--- config.mk ---
export PLATFORM = sky130hd
export DESIGN_NAME = multdiv_unit
export DESIGN_NICKNAME = d
export VERILOG_FILES = /design/src/rtl/multdiv_unit.sv
export SDC_FILE = /design/constraint.sdc
export NUM_CORES = 1
export LEC_CHECK = 0
export ABC_AREA = 1
export BUFFER_PORTS_ARGS = -buffer_cell sky130_fd_sc_hd__buf_2
export CAP_MARGIN = 40
export CORE_MARGIN = 2
export CORE_UTILIZATION = 55
export DETAILED_ROUTE_END_ITERATION = 6
export HOLD_SLACK_MARGIN = 0.03
export PLACE_DENSITY = 0.86
export SLEW_MARGIN = 15
export SYNTH_ARGS = -nofsm -noshare
export SYNTH_HDL_FRONTEND = slang
export SYNTH_SLANG_ARGS = --single-unit
--- constraint.sdc ---
create_clock -name clock -period 3.7 [get_ports clock]
set_input_delay 0.74 -clock clock [delete_from_list [all_inputs] [get_ports clock]]
set_output_delay 0.74 -clock clock [all_outputs]
set_load 0.005 [all_outputs]
--- src/rtl/multdiv_unit.sv ---
`default_nettype none
// ============================================================================
//  Module   : multdiv_unit
//  Purpose  : Iterative signed 32-bit multiply / divide coprocessor for the
//             execute stage. Multiply is radix-2 Booth, one bit per cycle.
//             Divide is restoring division on magnitudes, one quotient bit per
//             cycle. Latency is fixed at 33 cycles for every operation.
//  Ports    : clock          - rising-edge master clock
//             reset          - asynchronous, active-low
//             data_operandA  - multiplicand / dividend (two's complement)
//             data_operandB  - multiplier / divisor (two's complement)
//             ctrl_MULT      - start-multiply pulse (wins over ctrl_DIV)
//             ctrl_DIV       - start-divide pulse
//             data_result    - low 32 bits of product / quotient (registered)
//             data_exception - overflow or divide-by-zero, valid with RDY
//             data_resultRDY - one-cycle completion pulse (registered)
//             busy           - operation in flight
//  Revision : 1.0 - initial release
// ============================================================================
module multdiv_unit #(
    parameter int WIDTH = 32,
    parameter int CNT_W = 6
) (
    input  logic             clock,
    input  logic             reset,
    input  logic [WIDTH-1:0] data_operandA,
    input  logic [WIDTH-1:0] data_operandB,
    input  logic             ctrl_MULT,
    input  logic             ctrl_DIV,
    output logic [WIDTH-1:0] data_result,
    output logic             data_exception,
    output logic             data_resultRDY,
    output logic             busy
);

    typedef enum logic [1:0] {
        S_IDLE = 2'd0,
        S_MULT = 2'd1,
        S_DIV  = 2'd2,
        S_DONE = 2'd3
    } state_t;

    localparam logic [CNT_W-1:0] LAST_CNT = CNT_W'(WIDTH);

    state_t           state_q, state_d;
    logic [CNT_W-1:0] count;

    // Shared datapath:
    //   MULT: hi = upper accumulator (one guard bit), lo = multiplier, qm1 = Booth bit
    //   DIV : hi = partial remainder, lo = dividend shifting out / quotient shifting in
    logic [WIDTH:0]   hi;
    logic [WIDTH-1:0] lo;
    logic             qm1;
    logic [WIDTH:0]   opb;        // sign-extended multiplicand or divisor magnitude
    logic             quot_neg;
    logic             div_zero;
    logic             div_ovf;

    logic             start_mult;
    logic             start_div;
    logic             iterating;
    logic             finishing;

    assign start_mult = ctrl_MULT;
    assign start_div  = ctrl_DIV & ~ctrl_MULT;
    assign iterating  = (state_q == S_MULT) || (state_q == S_DIV);
    assign finishing  = iterating && (count == LAST_CNT);
    assign busy       = iterating;

    // Operand magnitudes. A 32-bit magnitude of 0x80000000 is 0x80000000 read
    // as unsigned, so the dividend fits in lo; the divisor gets a zero guard bit.
    logic [WIDTH-1:0] mag_a;
    logic [WIDTH:0]   mag_b;
    assign mag_a = data_operandA[WIDTH-1] ? (~data_operandA + 1'b1) : data_operandA;
    assign mag_b = {1'b0, data_operandB[WIDTH-1] ? (~data_operandB + 1'b1) : data_operandB};

    // Booth step
    logic [WIDTH:0] booth_sum;
    always_comb begin
        booth_sum = hi;
        case ({lo[0], qm1})
            2'b01:   booth_sum = hi + opb;
            2'b10:   booth_sum = hi - opb;
            default: booth_sum = hi;
        endcase
    end

    // Restoring division step; diff[WIDTH+1] set means trial subtraction failed
    logic [WIDTH:0]   div_trial;
    logic [WIDTH+1:0] div_diff;
    assign div_trial = {hi[WIDTH-1:0], lo[WIDTH-1]};
    assign div_diff  = {1'b0, div_trial} - {1'b0, opb};

    // Final result selection
    logic [WIDTH:0]   prod_top;   // product bits 63..31
    logic [WIDTH-1:0] fin_result;
    logic             fin_exc;
    always_comb begin
        prod_top   = {hi[WIDTH-1:0], lo[WIDTH-1]};
        fin_result = '0;
        fin_exc    = 1'b0;
        if (state_q == S_MULT) begin
            fin_result = lo;
            fin_exc    = ~((&prod_top) | ~(|prod_top));
        end else if (div_zero) begin
            fin_result = '0;
            fin_exc    = 1'b1;
        end else begin
            fin_result = quot_neg ? (~lo + 1'b1) : lo;
            fin_exc    = div_ovf;
        end
    end

    // State register
    always_ff @(posedge clock or negedge reset) begin
        if (!reset) begin
            state_q <= S_IDLE;
        end else begin
            state_q <= state_d;
        end
    end

    // Next state: any start restarts, aborting whatever was in flight
    always_comb begin
        state_d = state_q;
        if (start_mult) begin
            state_d = S_MULT;
        end else if (start_div) begin
            state_d = S_DIV;
        end else begin
            case (state_q)
                S_MULT, S_DIV: if (count == LAST_CNT) state_d = S_DONE;
                S_DONE:        state_d = S_IDLE;
                default:       state_d = state_q;
            endcase
        end
    end

    // Datapath and registered outputs
    always_ff @(posedge clock or negedge reset) begin
        if (!reset) begin
            count          <= '0;
            hi             <= '0;
            lo             <= '0;
            qm1            <= 1'b0;
            opb            <= '0;
            quot_neg       <= 1'b0;
            div_zero       <= 1'b0;
            div_ovf        <= 1'b0;
            data_result    <= '0;
            data_exception <= 1'b0;
            data_resultRDY <= 1'b0;
        end else begin
            data_resultRDY <= 1'b0;
            if (start_mult) begin
                count    <= '0;
                hi       <= '0;
                lo       <= data_operandB;
                qm1      <= 1'b0;
                opb      <= {data_operandA[WIDTH-1], data_operandA};
                quot_neg <= 1'b0;
                div_zero <= 1'b0;
                div_ovf  <= 1'b0;
            end else if (start_div) begin
                count    <= '0;
                hi       <= '0;
                lo       <= mag_a;
                qm1      <= 1'b0;
                opb      <= mag_b;
                quot_neg <= data_operandA[WIDTH-1] ^ data_operandB[WIDTH-1];
                div_zero <= (data_operandB == '0);
                div_ovf  <= (data_operandA == {1'b1, {(WIDTH-1){1'b0}}}) &&
                            (data_operandB == '1);
            end else if (finishing) begin
                data_result    <= fin_result;
                data_exception <= fin_exc;
                data_resultRDY <= 1'b1;
            end else if (state_q == S_MULT) begin
                hi    <= {booth_sum[WIDTH], booth_sum[WIDTH:1]};
                lo    <= {booth_sum[0], lo[WIDTH-1:1]};
                qm1   <= lo[0];
                count <= count + 1'b1;
            end else if (state_q == S_DIV) begin
                if (!div_diff[WIDTH+1]) begin
                    hi <= div_diff[WIDTH:0];
                    lo <= {lo[WIDTH-2:0], 1'b1};
                end else begin
                    hi <= div_trial;
                    lo <= {lo[WIDTH-2:0], 1'b0};
                end
                count <= count + 1'b1;
            end
        end
    end

endmodule
`default_nettype wire

==> flow_summary.json <==
{
  "status": "finished clean",
  "clock_path_buffers": 2,
  "syn-num-nets": 2548,
  "power_mw": 8.700,
  "path_delay_family": "simple AND/OR/NAND/NOR gates",
  "async_flop_share_pct": 100.0,
  "design_area_um2": 16720,
  "grt_start_max_net_pins": 82,
  "finalHoldViolCount": 0,
  "worst-setup-path-type": "register to register",
  "io_buffers": 102,
  "drive_gt1_share_pct": 10.54,
  "via_per_inst": 6.209,
  "cp.required_ps": 4100,
  "ys_seq_elements": 144,
  "final_cells": 2857,
  "core_area_um2": 26800,
  "antenna_left": 0,
  "areaGrowthSynthToFinish_pct": 12.14,
  "reg2reg_to": "hi[25]",
  "drt_first_pass_iters": 6,
  "r2r_slack_ps": 200,
  "syn_inst": 2402,
  "path_cells": "inv_1, nand3_1, nor2_2, nand2_4, nor3_4, nand4_1, nor2_2, nor2_1, xor2_1, ha_2, nand2_1, nor2_4, nand2_1, nor4_1, nand2_1, nand3_1, nand3_1, a21oi_1, nand2_1, nand2_1",
  "setup_viol": 0,
  "cts_root_buf": "clkbuf_16",
  "p_per_area_nw_per_um2": 520.2,
  "path_buf_inv": 1,
  "synth.top_cell.area_share_pct": 24.17,
  "worstRegToRegCells": 20,
  "place_ws_ps": 31.45,
  "place_inst": 2821,
  "cts_tree": "yes",
  "max_stage_delay_ps": 420,
  "fin_ws_ps": 200.2,
  "die_w_um": 168.7,
  "worstMarginPinSlew_ps": 934.3,
  "overflow": 0,
  "cts_sinks": 144,
  "period_minus_slack_ps": 3500,
  "clk_latency_ps": 450,
  "p_leak_nw": 8.463,
  "die_area_um2": 28450,
  "route.detailed.drc": 0,
  "startpoint": "opb[0]",
  "synth_warnings": 0,
  "clk_pin_slew_worst_paths_ps": 80,
  "yosysSeqAreaShare_pct": 24.17,
  "netlist.top_cell.by_area": "dfrtp_1",
  "fin_worst_skew_ps": 18.11,
  "hp-class": "input port to async pin",
  "nets": 2647,
  "slew_headroom_pct": 37.05,
  "htree_num_levels": 4,
  "antenna_found_initial": 3,
  "crit_top_cell": "nand2_1",
  "vias": 17740,
  "track_usage_pct": 42.11,
  "drt_wl_total_um": 60040,
  "drt_iter0_drc": 2085,
  "ctsHoldBuffers": 0,
  "synth_area_leaders": "dfrtp_1 (24%), nand2_1 (17%), nand3_1 (7.0%)",
  "crit_fanout": 5,
  "synth_edf_count": 0,
  "max_freq_ghz": 0.2857,
  "place.gp.congestion": 1.067,
  "grt_pass1_wl_um": 93340,
  "io_pins": 103,
  "vdd_ir_drop_max_v": 0.0005090,
  "cp_num_cells": 20,
  "arrival_ps": 3900,
  "syn_avg_cell_area_um2": 6.208,
  "netlist_area_um2": 14910,
  "r2r-start": "opb[0]",
  "slew_viol_final": 0,
  "end_kind": "register",
  "ys_types": 54,
  "grt_pass1_vias": 16790,
  "max-cap-violations": 0,
  "cts_buffers": 17,
  "min_period_over_period_pct": 94.59,
  "synth-main-ff-cell": "dfrtp_1",
  "die_h_um": 168.7,
  "rows": 60,
  "critPathSlowestCell": "dfrtp_1",
  "avgRoutedWirePerCell_um": 21.02,
  "cp-endpoint": "hi[25]",
  "dp_hpwl_um": 47370,
  "place_area_um2": 15910,
  "setup.worst_path.start_class": "register",
  "start_util_pct": 55.64
}
-- registers in the layout, indices dropped and copies added (netlist names) --
register and count:
data_resultRDY 1, state_q 2, div_ovf 1, data_exception 1, div_zero 1, data_result 32, lo 32, opb 33
qm1 1, quot_neg 1, hi 33, count 6
-- how the worst min path moves through the flow --
stage,end
floorplan,count[0]
global placement,data_result[17]
detailed placement,data_result[11]
CTS,hi[25]
global route,hi[25]
finish,hi[25]
-- cell usage after synthesis (8+ instances only) --
master	number
xor2_1	69
nor4_1	22
nand4_1	39
nand3b_1	20
a22oi_1	33
nor2_1	246
a211oi_1	20
a21oi_1	176
nor3_1	39
nand2_1	657
or2_2	13
a31oi_1	15
o21ai_0	140
o221ai_1	17
ha_1	76
dfrtp_1	144
inv_1	273
xnor2_1	14
nand3_1	208
buf_2	16
clkbuf_1	47
o211ai_1	8
o21bai_1	9
o22ai_1	23
-- layout by cell type, fill, tap and decap left out, types with 8 or more instances in the layout --
cell type,synthesis,final
inv_2,6,9
nand4_1,39,39
nand3b_1,20,20
nor2_2,6,15
a22oi_1,33,33
buf_4,1,50
o221ai_1,17,17
a21oi_1,176,169
o211ai_1,8,8
nand3_1,208,208
buf_2,16,101
a211oi_1,20,20
nand2_1,657,653
o21ai_1,6,9
a21oi_2,1,8
nor3_1,39,36
xnor2_1,14,14
dfrtp_1,144,144
xor2_1,69,69
a31oi_1,15,14
ha_1,76,72
nor4_1,22,22
or2_2,13,13
o22ai_1,23,23
clkbuf_16,0,17
o21ai_0,140,137
inv_1,273,270
o21bai_1,9,9
nor2_4,4,8
nor2_1,246,233
-- layer usage --
| layer | wire length, um | GRT usage, % | share of wire (%) |
|---|---|---|---|
| met1 | 23600 | 53.38 | 39 |
| met3 | 5799 | 7.435 | 9.7 |
| met4 | 3087 | 20.24 | 5.1 |
| met5 | 12 | 0 | 0.020 |
| met2 | 27540 | 69.73 | 46 |
-- cell families (layout without fill, tap and decap cells) --
kind of cell | Yosys count | after routing | share of synthesized area (%)
adders and majority gates | 78 | 78 | 6.645
other | 0 | 2 | 0
AOI/OAI and AO/OA | 472 | 472 | 18.36
buffers and inverters | 356 | 468 | 9.389
DFF | 144 | 144 | 24.17
and+or+nand+nor | 1269 | 1269 | 36.57
xor gates and xnor gates | 83 | 83 | 4.875
-- per-stage QoR --
step	setup TNS, ps	hold WS (ps)	util, %
after floorplan	0	444.4	-
after global placement	0	458.9	59.34
after detailed placement	0	468.2	59.38
after CTS	0	370.2	61.65
after global routing	-36.26	67.15	62.40
final	0	79.20	62.40
-- power by group --
part	total (mW)	leakage (nW)	switching [mW]	internal [mW]
combinational	4.73	6.31	3.22	1.51
sequential	2.15	1.86	0.347	1.81
clock	1.82	0.294	0.838	0.982
total	8.70	8.46	4.40	4.30
-- cell type report --
type | instances | area [um2]
Antenna cell | 2 | 5.005
Clock buffer | 18 | 439.2
Clock inverter | 14 | 165.2
Fill cell | 2583 | 10080
Inverter | 281 | 1057
Multi-Input combinational cell | 1902 | 10070
Sequential cell | 144 | 3603
Tap cell | 341 | 426.7
Timing Repair Buffer | 155 | 950.9
-- what timing repair did --
| item | in CTS | in global routing |
|---|---|---|
| endpoints found under the setup margin | 1 | 21 |
| pin swaps | 0 | 7 |
| resized for setup | 1 | 45 |
| buffers inserted | 0 | 1 |
Power figures use the tool's default switching activity.
